[src/rtl/fetch_unit_if.sv]
// Fetch-stage bundle type and the fetch <-> imem / issue-queue interface.
// Master side is the fetch unit; slave side is memory plus issue queue.
package fetch_pkg;
    typedef struct packed {
        logic [31:0] pc;
        logic [31:0] instruction;
        logic        branch;
        logic        jump;
        logic        prediction;
    } pipe_in_t;
endpackage

interface fetch_unit_if;
    import fetch_pkg::*;
    logic [31:0] imem_addr;
    logic [31:0] imem_rdata;
    pipe_in_t    pipe_out;
    logic        pipe_valid;
    logic        iq_full;

    modport master (
        output imem_addr, pipe_out, pipe_valid,
        input  imem_rdata, iq_full
    );
    modport slave (
        input  imem_addr, pipe_out, pipe_valid,
        output imem_rdata, iq_full
    );
endinterface

[src/rtl/fetch_unit.sv]
// Fetch stage: fetch register, branch/jump pre-decode, taken prediction.
// FETCH_BHT_EN selects a bimodal BHT; otherwise static backward-taken.
module fetch_unit
    import fetch_pkg::*;
#(
    parameter logic [31:0] RESET_PC    = 32'h0000_0000,
    parameter int          BHT_ENTRIES = 64
) (
    input  logic         clk,
    input  logic         reset,
    input  logic [31:0]  pc_update,
    input  logic         mispredicted,
    input  logic         committed_is_branch,
    input  logic [31:0]  commit_pc,
    input  logic         commit_result,
    fetch_unit_if.master bus
);
    localparam int IDX = $clog2(BHT_ENTRIES);

    typedef enum logic {BOOT, RUN} state_e;

    state_e   state_q;
    pipe_in_t pipe_q, pipe_d;
    logic     valid_q;
    logic     adv;
    logic     br_dec;
    logic     jmp_dec;
    logic     pred;

    // Reset is sampled synchronously, so force RESET_PC while it is held.
    assign bus.imem_addr = (reset || state_q == BOOT) ? RESET_PC : pc_update;

    assign adv     = (state_q == BOOT) | ~bus.iq_full | mispredicted;
    assign br_dec  = (bus.imem_rdata[6:0] == 7'b1100011);
    assign jmp_dec = (bus.imem_rdata[6:0] == 7'b1101111);

`ifdef FETCH_BHT_EN
    logic [1:0]     bht_q [BHT_ENTRIES];
    logic [IDX-1:0] fetch_idx;
    logic [IDX-1:0] commit_idx;
    logic           unused_ok;

    assign fetch_idx  = bus.imem_addr[IDX+1:2];
    assign commit_idx = commit_pc[IDX+1:2];
    assign pred       = br_dec & bht_q[fetch_idx][1];
    assign unused_ok  = ^{commit_pc[1:0], commit_pc[31:IDX+2]};

    // Reads above see the pre-training value on a same-index collision.
    always_ff @(posedge clk) begin
        if (reset) begin
            for (int i = 0; i < BHT_ENTRIES; i++)
                bht_q[i] <= 2'b01;
        end else if (committed_is_branch) begin
            if (commit_result && bht_q[commit_idx] != 2'b11)
                bht_q[commit_idx] <= bht_q[commit_idx] + 2'd1;
            else if (!commit_result && bht_q[commit_idx] != 2'b00)
                bht_q[commit_idx] <= bht_q[commit_idx] - 2'd1;
        end
    end
`else
    logic unused_ok;

    assign pred      = br_dec & bus.imem_rdata[31];
    assign unused_ok = ^{committed_is_branch, commit_pc, commit_result};
`endif

    always_comb begin
        pipe_d             = pipe_q;
        pipe_d.pc          = bus.imem_addr;
        pipe_d.instruction = bus.imem_rdata;
        pipe_d.branch      = br_dec;
        pipe_d.jump        = jmp_dec;
        pipe_d.prediction  = pred;
    end

    always_ff @(posedge clk) begin
        if (reset) begin
            state_q <= BOOT;
            pipe_q  <= '0;
            valid_q <= 1'b0;
        end else begin
            if (adv) begin
                pipe_q  <= pipe_d;
                valid_q <= 1'b1;
            end
            unique case (state_q)
                BOOT:    state_q <= RUN;
                RUN:     state_q <= RUN;
                default: state_q <= BOOT;
            endcase
        end
    end

    assign bus.pipe_out   = pipe_q;
    assign bus.pipe_valid = valid_q;
endmodule

[src/flat_wrapper.sv]
// flat-port wrapper written by rule: the top's interface ports become plain ports
module fetch_unit_flat import fetch_pkg::*;
#(
    parameter logic [31:0] RESET_PC    = 32'h0000_0000,
    parameter int          BHT_ENTRIES = 64
)
  (clk, reset, pc_update, mispredicted, committed_is_branch, commit_pc, commit_result, bus_imem_addr, bus_pipe_out, bus_pipe_valid, bus_imem_rdata, bus_iq_full);
  fetch_unit_if bus_i ();
  input  logic clk;
  input  logic reset;
  input  logic [31:0] pc_update;
  input  logic mispredicted;
  input  logic committed_is_branch;
  input  logic [31:0] commit_pc;
  input  logic commit_result;
  output wire logic [$bits(bus_i.imem_addr)-1:0] bus_imem_addr;
  output wire logic [$bits(bus_i.pipe_out)-1:0] bus_pipe_out;
  output wire logic [$bits(bus_i.pipe_valid)-1:0] bus_pipe_valid;
  input wire logic [$bits(bus_i.imem_rdata)-1:0] bus_imem_rdata;
  input wire logic [$bits(bus_i.iq_full)-1:0] bus_iq_full;
  assign bus_imem_addr = bus_i.imem_addr;
  assign bus_pipe_out = bus_i.pipe_out;
  assign bus_pipe_valid = bus_i.pipe_valid;
  assign bus_i.imem_rdata = bus_imem_rdata;
  assign bus_i.iq_full = bus_iq_full;
  fetch_unit #(.RESET_PC(RESET_PC), .BHT_ENTRIES(BHT_ENTRIES)) u_core (.clk(clk), .reset(reset), .pc_update(pc_update), .mispredicted(mispredicted), .committed_is_branch(committed_is_branch), .commit_pc(commit_pc), .commit_result(commit_result), .bus(bus_i));
endmodule
[config.mk]
export PLATFORM = sky130hd
export DESIGN_NAME = fetch_unit_flat
export DESIGN_NICKNAME = d
export VERILOG_FILES = /design/src/rtl/fetch_unit_if.sv /design/src/rtl/fetch_unit.sv /design/src/flat_wrapper.sv
export SDC_FILE = /design/constraint.sdc
export NUM_CORES = 1
export LEC_CHECK = 0
export BUFFER_PORTS_ARGS = -buffer_cell sky130_fd_sc_hd__buf_2
export CAP_MARGIN = 5
export CORE_ASPECT_RATIO = 0.9
export CORE_MARGIN = 5
export CORE_UTILIZATION = 40
export DETAILED_ROUTE_END_ITERATION = 10
export PLACE_DENSITY = 0.8
export SLEW_MARGIN = 30
export SYNTH_ARGS = -nofsm -noshare
export SYNTH_HDL_FRONTEND = slang
export SYNTH_SLANG_ARGS = --single-unit
[constraint.sdc]
create_clock -name clk -period 1.22 [get_ports clk]
set_input_delay 0.122 -clock clk [delete_from_list [all_inputs] [get_ports clk]]
set_output_delay 0.122 -clock clk [all_outputs]
set_load 0.005 [all_outputs]
==> metrics.md, run 1 <==
| Metric | Value |
|---|---|
| Detailed router's first-iteration violation count | `between 60 and 70` |
| Final hold violation count | `0` |
| Startpoint types | `flip-flop` |
| Die width | `96.2 microns` |
| RSZ-0062 raised after global routing | `true` |
| Leakage power | `~0.0020 uW` |
| Setup ws final | `-0.180 ns` |
| FILL cells | `about 600` |
| Number of vias in the routed layout | `2770` |
| Synth Warn # | `0` |
| Total track usage | `0.170` |
| Fin Clk Skew | `0.00688 ns` |
| Max Fclk | `714 MHz` |
| # H-tree levels | `3` |
| Drc violations | `0` |
| Placed cell areas | `~3600 sq um` |
| Routability cong. | `between 0.7 and 0.8` |
| Clock transition at path regs | `0.08 ns` |
| Most frequent cells in the layout | `buf_2 (167), nand2_1 (130), dfxtp_1 (68)` |
| Die Ht | `~90 microns` |
| Global-route wire length before repair | `~11000 microns` |
| Initial core utilization | `0.408` |
| Setup TNS | `-4.76 ns` |
| Final Critical Period | `1.40 ns` |
| Pwr/cell area | `1240 nW/um^2` |
| Hold Slack | `0.0216 ns` |
| Top post-synthesis cells by area | `dfxtp_1 (52%), nand2_1 (18%), a21oi_1 (12%), and2_1 (7.5%), buf_6 (2.9%)` |
| Antenna diode count | `0` |
| Syn Nets | `between 400 and 500` |
| CTS Buf Count | `9` |
| # port buffers | `about 170` |
| Syn Std Cell Area | `2680 sq um` |
| Synth area leader | `dfxtp_1` |
| Kind of critical path | `reg -> out` |
| Post-route clock period utilization | `1.15` |
| Yosys top cell area share | `0.516` |
| Nets | `roughly 610` |
| Pwr Total | `between 4000 and 5000 uW` |
| Crit path cell chain | `nor2b_4 -> buf_12 -> and2_1 -> buf_2` |
| Max-cap viol count | `0` |
| Final setup violation count | `32` |
| Clock Tree Buf Depth | `2` |
| Total congestion overflow | `0` |
| Worst Path Buf+Inv | `2` |
| IO Pins | `roughly 200` |
| Most common cell after layout, fill and taps aside | `buf_2` |
| Failing checks | `negative setup slack` |
| CP max FO | `20` |
| Maximum vdd drop | `0.000930 V` |
| Final WL | `7420 microns` |
| Arr. time, crit path | `1.28 ns` |
| Vias in the first global route | `approximately 2600` |
| Pre-antenna DRT Iters | `4` |
| Postcts setup bufs | `0` |
| Syn Inst Count | `approximately 340` |
| Crit path largest cell delay | `0.36 ns` |
| Post-DRT Antenna Nets | `0` |
| Largest net degree at the start of global routing | `37` |
| Pin slew with the least headroom to its limit | `between 0.3 and 0.4 ns` |
| #FFs+latches synth | `69` |
| Area growth syn-to-layout | `42.4%` |
| CTS sink cnt | `69` |
| DR WL/cell | `approximately 12 microns` |
| TritonCTS clock tree | `done` |
| Core Util, Final | `0.581` |
| Row count | `28` |
| CP required | `roughly 1.1 ns` |
| Critical path endpoint category | `primary output` |
| Area of the multi-input gates | `1140 sq um` |
| Initial antenna violation count | `0` |
| Avg Synthesized Cell Area | `between 7 and 8 sq um` |
| Sequential share of the synthesized area | `0.516` |
| Vias per cell | `roughly 4.6` |
| Crit-path leading delay family | `flip-flops` |
| Netlist cell types | `21` |
| Final Slew Violations | `0` |
| Min-delay worst type | `in -> reg` |
| Slowest CP cell | `dfxtp_2` |
| Core footprint | `6550 sq um` |
| Full die area | `8430 sq um` |
| Slew headroom | `0.757` |
| Outcome | `finished with violations` |
| CTS root buffer | `clkbuf_8` |
| HPWL reported at the end of detailed placement | `5680 microns` |
| FF+latch area | `1380 sq um` |
| Clk_lat worst skew | `0.34 ns` |
| Layout cell share with drive strength beyond 1 | `0.392` |
| Finished Cell Area | `roughly 3800 sq um` |
[repair_timing]
| action | 4_1_cts | 5_1_grt |
|---|---|---|
| gates resized for setup | 3 | 0 |
| setup endpoints to repair | 32 | 32 |
| hold buffers | 3 | 1 |
| hold endpoints to repair | 3 | 1 |
[cells in the mapped netlist]
cell	count
a21oi_1	62
a21oi_2	3
and2_1	32
and3b_1	2
and4_1	1
buf_1	1
buf_2	11
buf_6	7
clkbuf_1	5
dfxtp_1	69
inv_2	1
nand2_1	130
nand2b_1	1
nand3_1	4
nand3b_2	1
nand4_1	1
nor2_1	3
nor2b_1	1
nor2b_2	1
o21ai_0	1
o31ai_1	1
[through the flow]
step / worst slack [ns] / instances
floorplan: 0.202 / 338
global placement: 0.0984 / 580
detailed placement: 0.0465 / 580
CTS: -0.215 / 599
global route: -0.254 / 600
finish: -0.180 / 600
[worst min-delay path: cells and delay by family]
kind | cells | cell delay, ns
AND/OR/NAND/NOR | 1 | 0.04
buffers and inverters | 1 | 0.10
AO/OA/AOI/OAI | 1 | 0.05
[power breakdown]
group | leakage (uW) | switching (uW) | internal (uW) | total, uW
logic | 0.00132 | 314 | 305 | 619
clock network | 0.0000893 | 879 | 806 | 1680
registers | 0.000569 | 52.0 | 2360 | 2410
total | 0.00198 | 1250 | 3470 | 4720
[worst paths after layout]
kind	startpoint	endpoint	slack [ns]	cells after the start
hold / removal	bus_imem_rdata[7]	u_core.bus.pipe_out[10]	0.02	3
hold reg to reg	u_core.bus.pipe_out[64]	u_core.bus.pipe_out[64]	0.45	2
setup reg to reg	u_core.state_q	u_core.bus.pipe_out[27]	0.15	4
setup / recovery	u_core.state_q	bus_imem_addr[11]	-0.18	4
[flip-flops by register name (all words and copies together), names as in the netlist]
register               flops
u_core.state_q             1
u_core.bus.pipe_out       67
u_core.bus.pipe_valid      1
[layer usage]
| metal | up-vias | routed length (microns) | GRT usage |
|---|---|---|---|
| met2 | 121 | 3570 | 0.309 |
| met1 | 1230 | 2770 | 0.170 |
| met4 | 0 | 70 | 0.0426 |
| met3 | 7 | 1000 | 0.0893 |
| li1 | 1412 | - | - |
| met5 | - | 0 | 0 |
[area by class of cell]
cell class | instances | share of cell area
Clock buffer | 10 | 0.0361
Clock inverter | 6 | 0.0122
Inverter | 1 | 0.000986
Multi-Input combinational cell | 244 | 0.300
Sequential cell | 69 | 0.363
Tap cell | 90 | 0.0296
Timing Repair Buffer | 180 | 0.259
[cells by family (layout without fill, tap and decap cells)]
| kind of cell | after synthesis | after routing | share of synthesized area |
|---|---|---|---|
| flops | 69 | 69 | 0.516 |
| compound gates | 67 | 67 | 0.130 |
| simple gates | 177 | 177 | 0.293 |
| buf+inv | 25 | 197 | 0.0599 |
No activity file was read; power rests on OpenSTA's default activity.
==> run 2: changes to the inputs <==
--- a/config.mk
+++ b/config.mk
@@ -7,11 +7,13 @@
 export LEC_CHECK = 0
 export BUFFER_PORTS_ARGS = -buffer_cell sky130_fd_sc_hd__buf_2
 export CAP_MARGIN = 5
+export CELL_PAD_IN_SITES_DETAIL_PLACEMENT = 0
+export CELL_PAD_IN_SITES_GLOBAL_PLACEMENT = 1
 export CORE_ASPECT_RATIO = 0.9
 export CORE_MARGIN = 5
-export CORE_UTILIZATION = 40
+export CORE_UTILIZATION = 26
 export DETAILED_ROUTE_END_ITERATION = 10
-export PLACE_DENSITY = 0.8
+export PLACE_DENSITY_LB_ADDON = 0.1
 export SLEW_MARGIN = 30
 export SYNTH_ARGS = -nofsm -noshare
 export SYNTH_HDL_FRONTEND = slang
==> metrics.md, run 2 (synthesis results as in run 1) <==
| Metric | Value |
|---|---|
| Nets | `603 (was 607)` |
| RSZ-0062 raised after global routing | `true (unchanged)` |
| CTS sink cnt | `69 (unchanged)` |
| Kind of critical path | `reg -> out (unchanged)` |
| Final setup violation count | `32 (unchanged)` |
| Fin Clk Skew | `0.00776 ns (was 0.00688 ns)` |
| Clock transition at path regs | `0.06 ns (was 0.08 ns)` |
| CTS Buf Count | `9 (unchanged)` |
| Drc violations | `0 (unchanged)` |
| Full die area | `12400 sq um (was 8430 sq um)` |
| Area growth syn-to-layout | `46.6% (was 42.4%)` |
| Pwr/cell area | `1380 nW/um^2 (was 1240 nW/um^2)` |
| Maximum vdd drop | `0.000518 V (was 0.000930 V)` |
| Max Fclk | `731 MHz (was 714 MHz)` |
| CP max FO | `32 (was 20)` |
| Slowest CP cell | `dfxtp_2 (unchanged)` |
| Postcts setup bufs | `0 (unchanged)` |
| Hold Slack | `0.0377 ns (was 0.0216 ns)` |
| Outcome | `finished with violations (unchanged)` |
| Sw frac | `0.236 (was 0.264)` |
| Die width | `117 microns (was 96.2 microns)` |
| Routability cong. | `0.688 (was 0.760)` |
| Core footprint | `10200 sq um (was 6550 sq um)` |
| R2r setup slk | `0.18 ns (was 0.15 ns)` |
| Most frequent cells in the layout | `buf_2 (167), nand2_1 (130), dfxtp_1 (68) (unchanged)` |
| Largest net degree at the start of global routing | `37 (unchanged)` |
| Final Slew Violations | `0 (unchanged)` |
| Vias per cell | `4.22 (was 4.62)` |
| Number of vias in the routed layout | `2681 (was 2770)` |
| Reg-to-Reg Start | `u_core.state_q (unchanged)` |
| Die Ht | `106 microns (was 87.6 microns)` |
| Final Critical Period | `1.37 ns (was 1.40 ns)` |
| Final hold violation count | `0 (unchanged)` |
| # port buffers | `167 (unchanged)` |
| WHS Path Cells | `3 (unchanged)` |
| Failing checks | `negative setup slack (unchanged)` |
| Detailed router's first-iteration violation count | `89 (was 68)` |
| Post-route clock period utilization | `1.12 (was 1.15)` |
| Leakage power | `0.00202 uW (was 0.00198 uW)` |
| Most common cell after layout, fill and taps aside | `buf_2 (unchanged)` |
| Post-DRT Antenna Nets | `0 (unchanged)` |
| Initial core utilization | `0.263 (was 0.408)` |
| Sequential share of power | `0.445 (was 0.512)` |
| Pin slew with the least headroom to its limit | `0.412 ns (was 0.365 ns)` |
| Clock power share | `0.440 (was 0.357)` |
| Psw | `1280 uW (was 1250 uW)` |
| HPWL reported at the end of detailed placement | `6020 microns (was 5680 microns)` |
| Startpoint types | `flip-flop (unchanged)` |
| Clock Tree Buf Depth | `2 (unchanged)` |
| Initial antenna violation count | `0 (unchanged)` |
| # H-tree levels | `3 (unchanged)` |
| Clk_lat worst skew | `0.32 ns (was 0.34 ns)` |
| Total congestion overflow | `0 (unchanged)` |
| Pre-antenna DRT Iters | `4 (unchanged)` |
| Worst min-delay path startpoint | `bus_imem_rdata[9] (was bus_imem_rdata[7])` |
| Layout cell share with drive strength beyond 1 | `0.393 (was 0.392)` |
| Min-delay worst type | `in -> reg (unchanged)` |
| Setup TNS | `-4.45 ns (was -4.76 ns)` |
| Crit path cell chain | `nor2b_4 -> buf_12 -> and2_1 -> buf_2 (unchanged)` |
| Int Power | `4140 uW (was 3470 uW)` |
| Row count | `35 (was 28)` |
| WHS Endpoint | `u_core.bus.pipe_out[12] (was u_core.bus.pipe_out[10])` |
| Crit path largest cell delay | `0.35 ns (was 0.36 ns)` |
| IO Pins | `202 (unchanged)` |
| Arr. time, crit path | `1.25 ns (was 1.28 ns)` |
| Comb pwr share | `0.114 (was 0.131)` |
| R2R cell count | `4 (unchanged)` |
| Total track usage | `0.127 (was 0.170)` |
| Global-route wire length before repair | `12400 microns (was 11200 microns)` |
| Critical path endpoint category | `primary output (unchanged)` |
| TritonCTS clock tree | `done (unchanged)` |
| DR WL/cell | `12.9 microns (was 12.4 microns)` |
| CTS root buffer | `clkbuf_16 (was clkbuf_8)` |
| CP required | `1.10 ns (about the same)` |
| Max-cap viol count | `0 (unchanged)` |
| Slew headroom | `0.726 (was 0.757)` |
| Vias in the first global route | `2541 (was 2614)` |
| Setup ws final | `-0.147 ns (was -0.180 ns)` |
| Final WL | `8210 microns (was 7420 microns)` |
| Antenna diode count | `0 (unchanged)` |
| R2R Path End | `u_core.bus.pipe_out[34] (was u_core.bus.pipe_out[27])` |
| Max reg flops | `67 (unchanged)` |
[run 2: cell count changes in the layout (fill, tap and decap cells not counted), sizes merged]
cell         change
dlygate4sd3      -4
clkbuf           +2
inv              -2
clkinv           +1
clkinvlp         -1
[run 2: power groups by stage]
| stage | clock network (uW) | logic, uW | registers, uW |
|---|---|---|---|
| 2_1_floorplan | 0 | 274 | 2480 |
| 3_3_place_gp | 0 | 630 | 2460 |
| 3_5_place_dp | 0 | 636 | 2460 |
| 4_1_cts | 2470 | 639 | 2420 |
| 5_1_grt | 2580 | 702 | 2430 |
| 6_report | 2390 | 619 | 2420 |
[run 2: area by class of cell]
| class | count | area (sq um) |
|---|---|---|
| clock buffers | 12 | 256 |
| clock inverters | 4 | 22.5 |
| fillers | 1109 | 6240 |
| inverters | 1 | 3.75 |
| multi-input cells | 244 | 1140 |
| flip-flops and latches | 69 | 1380 |
| well taps | 129 | 161 |
| repair buffers | 176 | 953 |
[run 2: timing repair]
item | 4_1_cts | 5_1_grt
pin swaps | 0 | 0
hold buffers | 0 | 0
endpoints found under the setup margin | 32 | 32
gates resized for setup | 2 | 0
[run 2: worst max-delay path by stage]
stage / start / depth (start not counted) / endpoint / slack (ns)
detailed placement: u_core.state_q / 4 / bus_imem_addr[15] / 0.08
CTS: u_core.state_q / 4 / bus_imem_addr[15] / -0.19
global route: u_core.state_q / 4 / bus_imem_addr[25] / -0.24
finish: u_core.state_q / 4 / bus_imem_addr[11] / -0.15
global placement: u_core.state_q / 4 / bus_imem_addr[15] / 0.12
floorplan: u_core.state_q / 3 / bus_imem_addr[0] / 0.20
[run 2: stage by stage]
stage	total power (uW)	instance area (sq um)	std cells	utilization	worst slack, ns
5_1_grt	5710	3920	635	0.386	-0.240
3_3_place_gp	3090	3640	619	0.358	0.118
6_report	5420	3920	635	0.386	-0.147
2_1_floorplan	2750	2680	338	-	0.202
4_1_cts	5520	3920	635	0.386	-0.185
3_5_place_dp	3100	3640	619	0.358	0.0759
[run 2: routing by layer]
layer | wire (microns) | vias up | GRT usage | part of all wire
met5 | 0 | - | 0 | 0
met4 | 79 | 0 | 0.0467 | 0.0096
met3 | 807 | 8 | 0.0478 | 0.098
met2 | 3670 | 90 | 0.195 | 0.45
met1 | 3650 | 1179 | 0.163 | 0.44
li1 | - | 1404 | - | -
[run 2: critical path: cells and delay by family, from the launching register on]
| family | cells | cell delay (ns) |
|---|---|---|
| buffers and inverters | 2 | 0.27 |
| DFF | 1 | 0.35 |
| and+or+nand+nor | 2 | 0.30 |
==> run 3: changes to the inputs <==
--- a/config.mk
+++ b/config.mk
@@ -18,3 +18,4 @@
 export SYNTH_ARGS = -nofsm -noshare
 export SYNTH_HDL_FRONTEND = slang
 export SYNTH_SLANG_ARGS = --single-unit
+export TNS_END_PERCENT = 10
==> metrics.md, run 3 (synthesis results as in run 1) <==
| Metric | Value |
|---|---|
| Outcome | `finished with violations (unchanged)` |
| Failing checks | `negative setup slack (unchanged)` |
| Clock Tree Buf Depth | `2 (unchanged)` |
| Clock power share | `0.441 (was 0.440)` |
| R2R Path End | `u_core.bus.pipe_out[34] (unchanged)` |
| Post-DRT Antenna Nets | `0 (unchanged)` |
| Max-cap viol count | `0 (unchanged)` |
| Final WL | `8160 microns (was 8210 microns)` |
| Final hold violation count | `0 (unchanged)` |
| Pre-antenna DRT Iters | `4 (unchanged)` |
| CTS Buf Count | `9 (unchanged)` |
| IO Pins | `202 (unchanged)` |
| R2R cell count | `4 (unchanged)` |
| Total track usage | `0.126 (was 0.127)` |
| Final Critical Period | `1.37 ns (about the same)` |
| Die width | `117 microns (unchanged)` |
| Vias in the first global route | `2528 (was 2541)` |
| Fin Clk Skew | `0.00807 ns (was 0.00776 ns)` |
| Full die area | `12400 sq um (unchanged)` |
| Core footprint | `10200 sq um (unchanged)` |
| Row count | `35 (unchanged)` |
| Initial antenna violation count | `0 (unchanged)` |
| CP required | `1.10 ns (about the same)` |
| Nets | `603 (unchanged)` |
| Final setup violation count | `32 (unchanged)` |
| Drc violations | `0 (unchanged)` |
| Max Fclk | `731 MHz (about the same)` |
| RSZ-0062 raised after global routing | `true (unchanged)` |
| Max reg flops | `67 (unchanged)` |
| Clk_lat worst skew | `0.32 ns (about the same)` |
| Total congestion overflow | `0 (unchanged)` |
| Initial core utilization | `0.263 (unchanged)` |
| Clock transition at path regs | `0.06 ns (about the same)` |
| Most common cell after layout, fill and taps aside | `buf_2 (unchanged)` |
| Reg-to-Reg Start | `u_core.state_q (unchanged)` |
| WHS Path Cells | `3 (unchanged)` |
| Sw frac | `0.236 (about the same)` |
| Comb pwr share | `0.114 (about the same)` |
| R2r setup slk | `0.18 ns (about the same)` |
| # H-tree levels | `3 (unchanged)` |
| Pwr/cell area | `1380 nW/um^2 (about the same)` |
| Pin slew with the least headroom to its limit | `0.415 ns (was 0.412 ns)` |
| TritonCTS clock tree | `done (unchanged)` |
| Routability cong. | `0.688 (unchanged)` |
| Worst min-delay path startpoint | `bus_imem_rdata[9] (unchanged)` |
| DR WL/cell | `12.8 microns (was 12.9 microns)` |
| Vias per cell | `4.21 (was 4.22)` |
| Kind of critical path | `reg -> out (unchanged)` |
| HPWL reported at the end of detailed placement | `6020 microns (unchanged)` |
| Psw | `1280 uW (about the same)` |
| Detailed router's first-iteration violation count | `104 (was 89)` |
| # port buffers | `167 (unchanged)` |
| Global-route wire length before repair | `12300 microns (was 12400 microns)` |
| CTS sink cnt | `69 (unchanged)` |
| Slew headroom | `0.723 (was 0.726)` |
| Layout cell share with drive strength beyond 1 | `0.393 (unchanged)` |
| Core Util, Final | `0.386 (unchanged)` |
| Number of vias in the routed layout | `2675 (was 2681)` |
| Sequential share of power | `0.445 (about the same)` |
| Largest net degree at the start of global routing | `37 (unchanged)` |
| Crit path largest cell delay | `0.35 ns (about the same)` |
| Die Ht | `106 microns (unchanged)` |
| Post-route clock period utilization | `1.12 (about the same)` |
| Leakage power | `0.00202 uW (about the same)` |
| Int Power | `4140 uW (about the same)` |
| Setup ws final | `-0.147 ns (about the same)` |
| Startpoint types | `flip-flop (unchanged)` |
| Most frequent cells in the layout | `buf_2 (167), nand2_1 (130), dfxtp_1 (68) (unchanged)` |
| Slowest CP cell | `dfxtp_2 (unchanged)` |
| Maximum vdd drop | `0.000518 V (about the same)` |
| CTS root buffer | `clkbuf_16 (unchanged)` |
| Arr. time, crit path | `1.25 ns (about the same)` |
| Placed cell areas | `3640 sq um (unchanged)` |
| Antenna diode count | `0 (unchanged)` |
| Min-delay worst type | `in -> reg (unchanged)` |
| Critical path endpoint category | `primary output (unchanged)` |
| CP max FO | `32 (unchanged)` |
| WHS Endpoint | `u_core.bus.pipe_out[12] (unchanged)` |
| Final Slew Violations | `0 (unchanged)` |
| Crit path cell chain | `nor2b_4 -> buf_12 -> and2_1 -> buf_2 (unchanged)` |
| Area growth syn-to-layout | `46.6% (unchanged)` |
| Finished Cell Area | `3920 sq um (unchanged)` |
-- run 3: worst max-delay path by stage --
| stage | from | endpoint | slack (ns) | cells after the start |
|---|---|---|---|---|
| detailed placement | u_core.state_q | bus_imem_addr[15] | 0.08 | 4 |
| global route | u_core.state_q | bus_imem_addr[25] | -0.23 | 4 |
| CTS | u_core.state_q | bus_imem_addr[15] | -0.18 | 4 |
| floorplan | u_core.state_q | bus_imem_addr[0] | 0.20 | 3 |
| global placement | u_core.state_q | bus_imem_addr[15] | 0.12 | 4 |
| finish | u_core.state_q | bus_imem_addr[15] | -0.15 | 4 |
-- run 3: layout make-up --
type / instances / area (sq um)
Sequential cell: 69 / 1380
Timing Repair Buffer: 176 / 953
Clock buffer: 12 / 256
Clock inverter: 4 / 22.5
Multi-Input combinational cell: 244 / 1140
Inverter: 1 / 3.75
Tap cell: 129 / 161
Fill cell: 1109 / 6240
-- run 3: per-stage QoR --
step           worst slack [ns]  hold WS [ns]  TNS (ns)  total power [uW]  std cells
4_1_cts                  -0.183        0.0297     -5.28              5520        635
5_1_grt                  -0.231        0.0282     -6.69              5700        635
3_5_place_dp             0.0759         0.357         0              3100        619
2_1_floorplan             0.202         0.258         0              2750        338
3_3_place_gp              0.118         0.358         0              3090        619
6_report                 -0.147        0.0381     -4.21              5420        635
-- run 3: critical path: cells and delay by family (launching register included) --
family | cells | cell delay, ns
and+or+nand+nor | 2 | 0.29
buffers and inverters | 2 | 0.27
DFF | 1 | 0.35
-- run 3: layer usage --
| layer | up-vias | routed length [microns] | track usage | share of wire |
|---|---|---|---|---|
| met4 | 0 | 71 | 0.0467 | 0.0087 |
| li1 | 1402 | - | - | - |
| met3 | 8 | 833 | 0.0478 | 0.10 |
| met2 | 94 | 3650 | 0.194 | 0.45 |
| met1 | 1171 | 3600 | 0.161 | 0.44 |
| met5 | - | 0 | 0 | 0 |
-- run 3: power groups by stage --
stage	Sequential (uW)	Clock (uW)	Combinational [uW]
after floorplan	2480	0	274
after global placement	2460	0	630
after detailed placement	2460	0	636
after CTS	2420	2470	639
after global routing	2430	2580	700
final	2420	2390	618
-- run 3: timing repair --
| action | in CTS | in global routing |
|---|---|---|
| hold endpoints to repair | 0 | 0 |
| setup endpoints to repair | 32 | 32 |
| setup buffers | 0 | 0 |
| gates resized for setup | 2 | 0 |
| cloned | 0 | 0 |
| hold buffers | 0 | 0 |
| pin swaps | 9 | 0 |
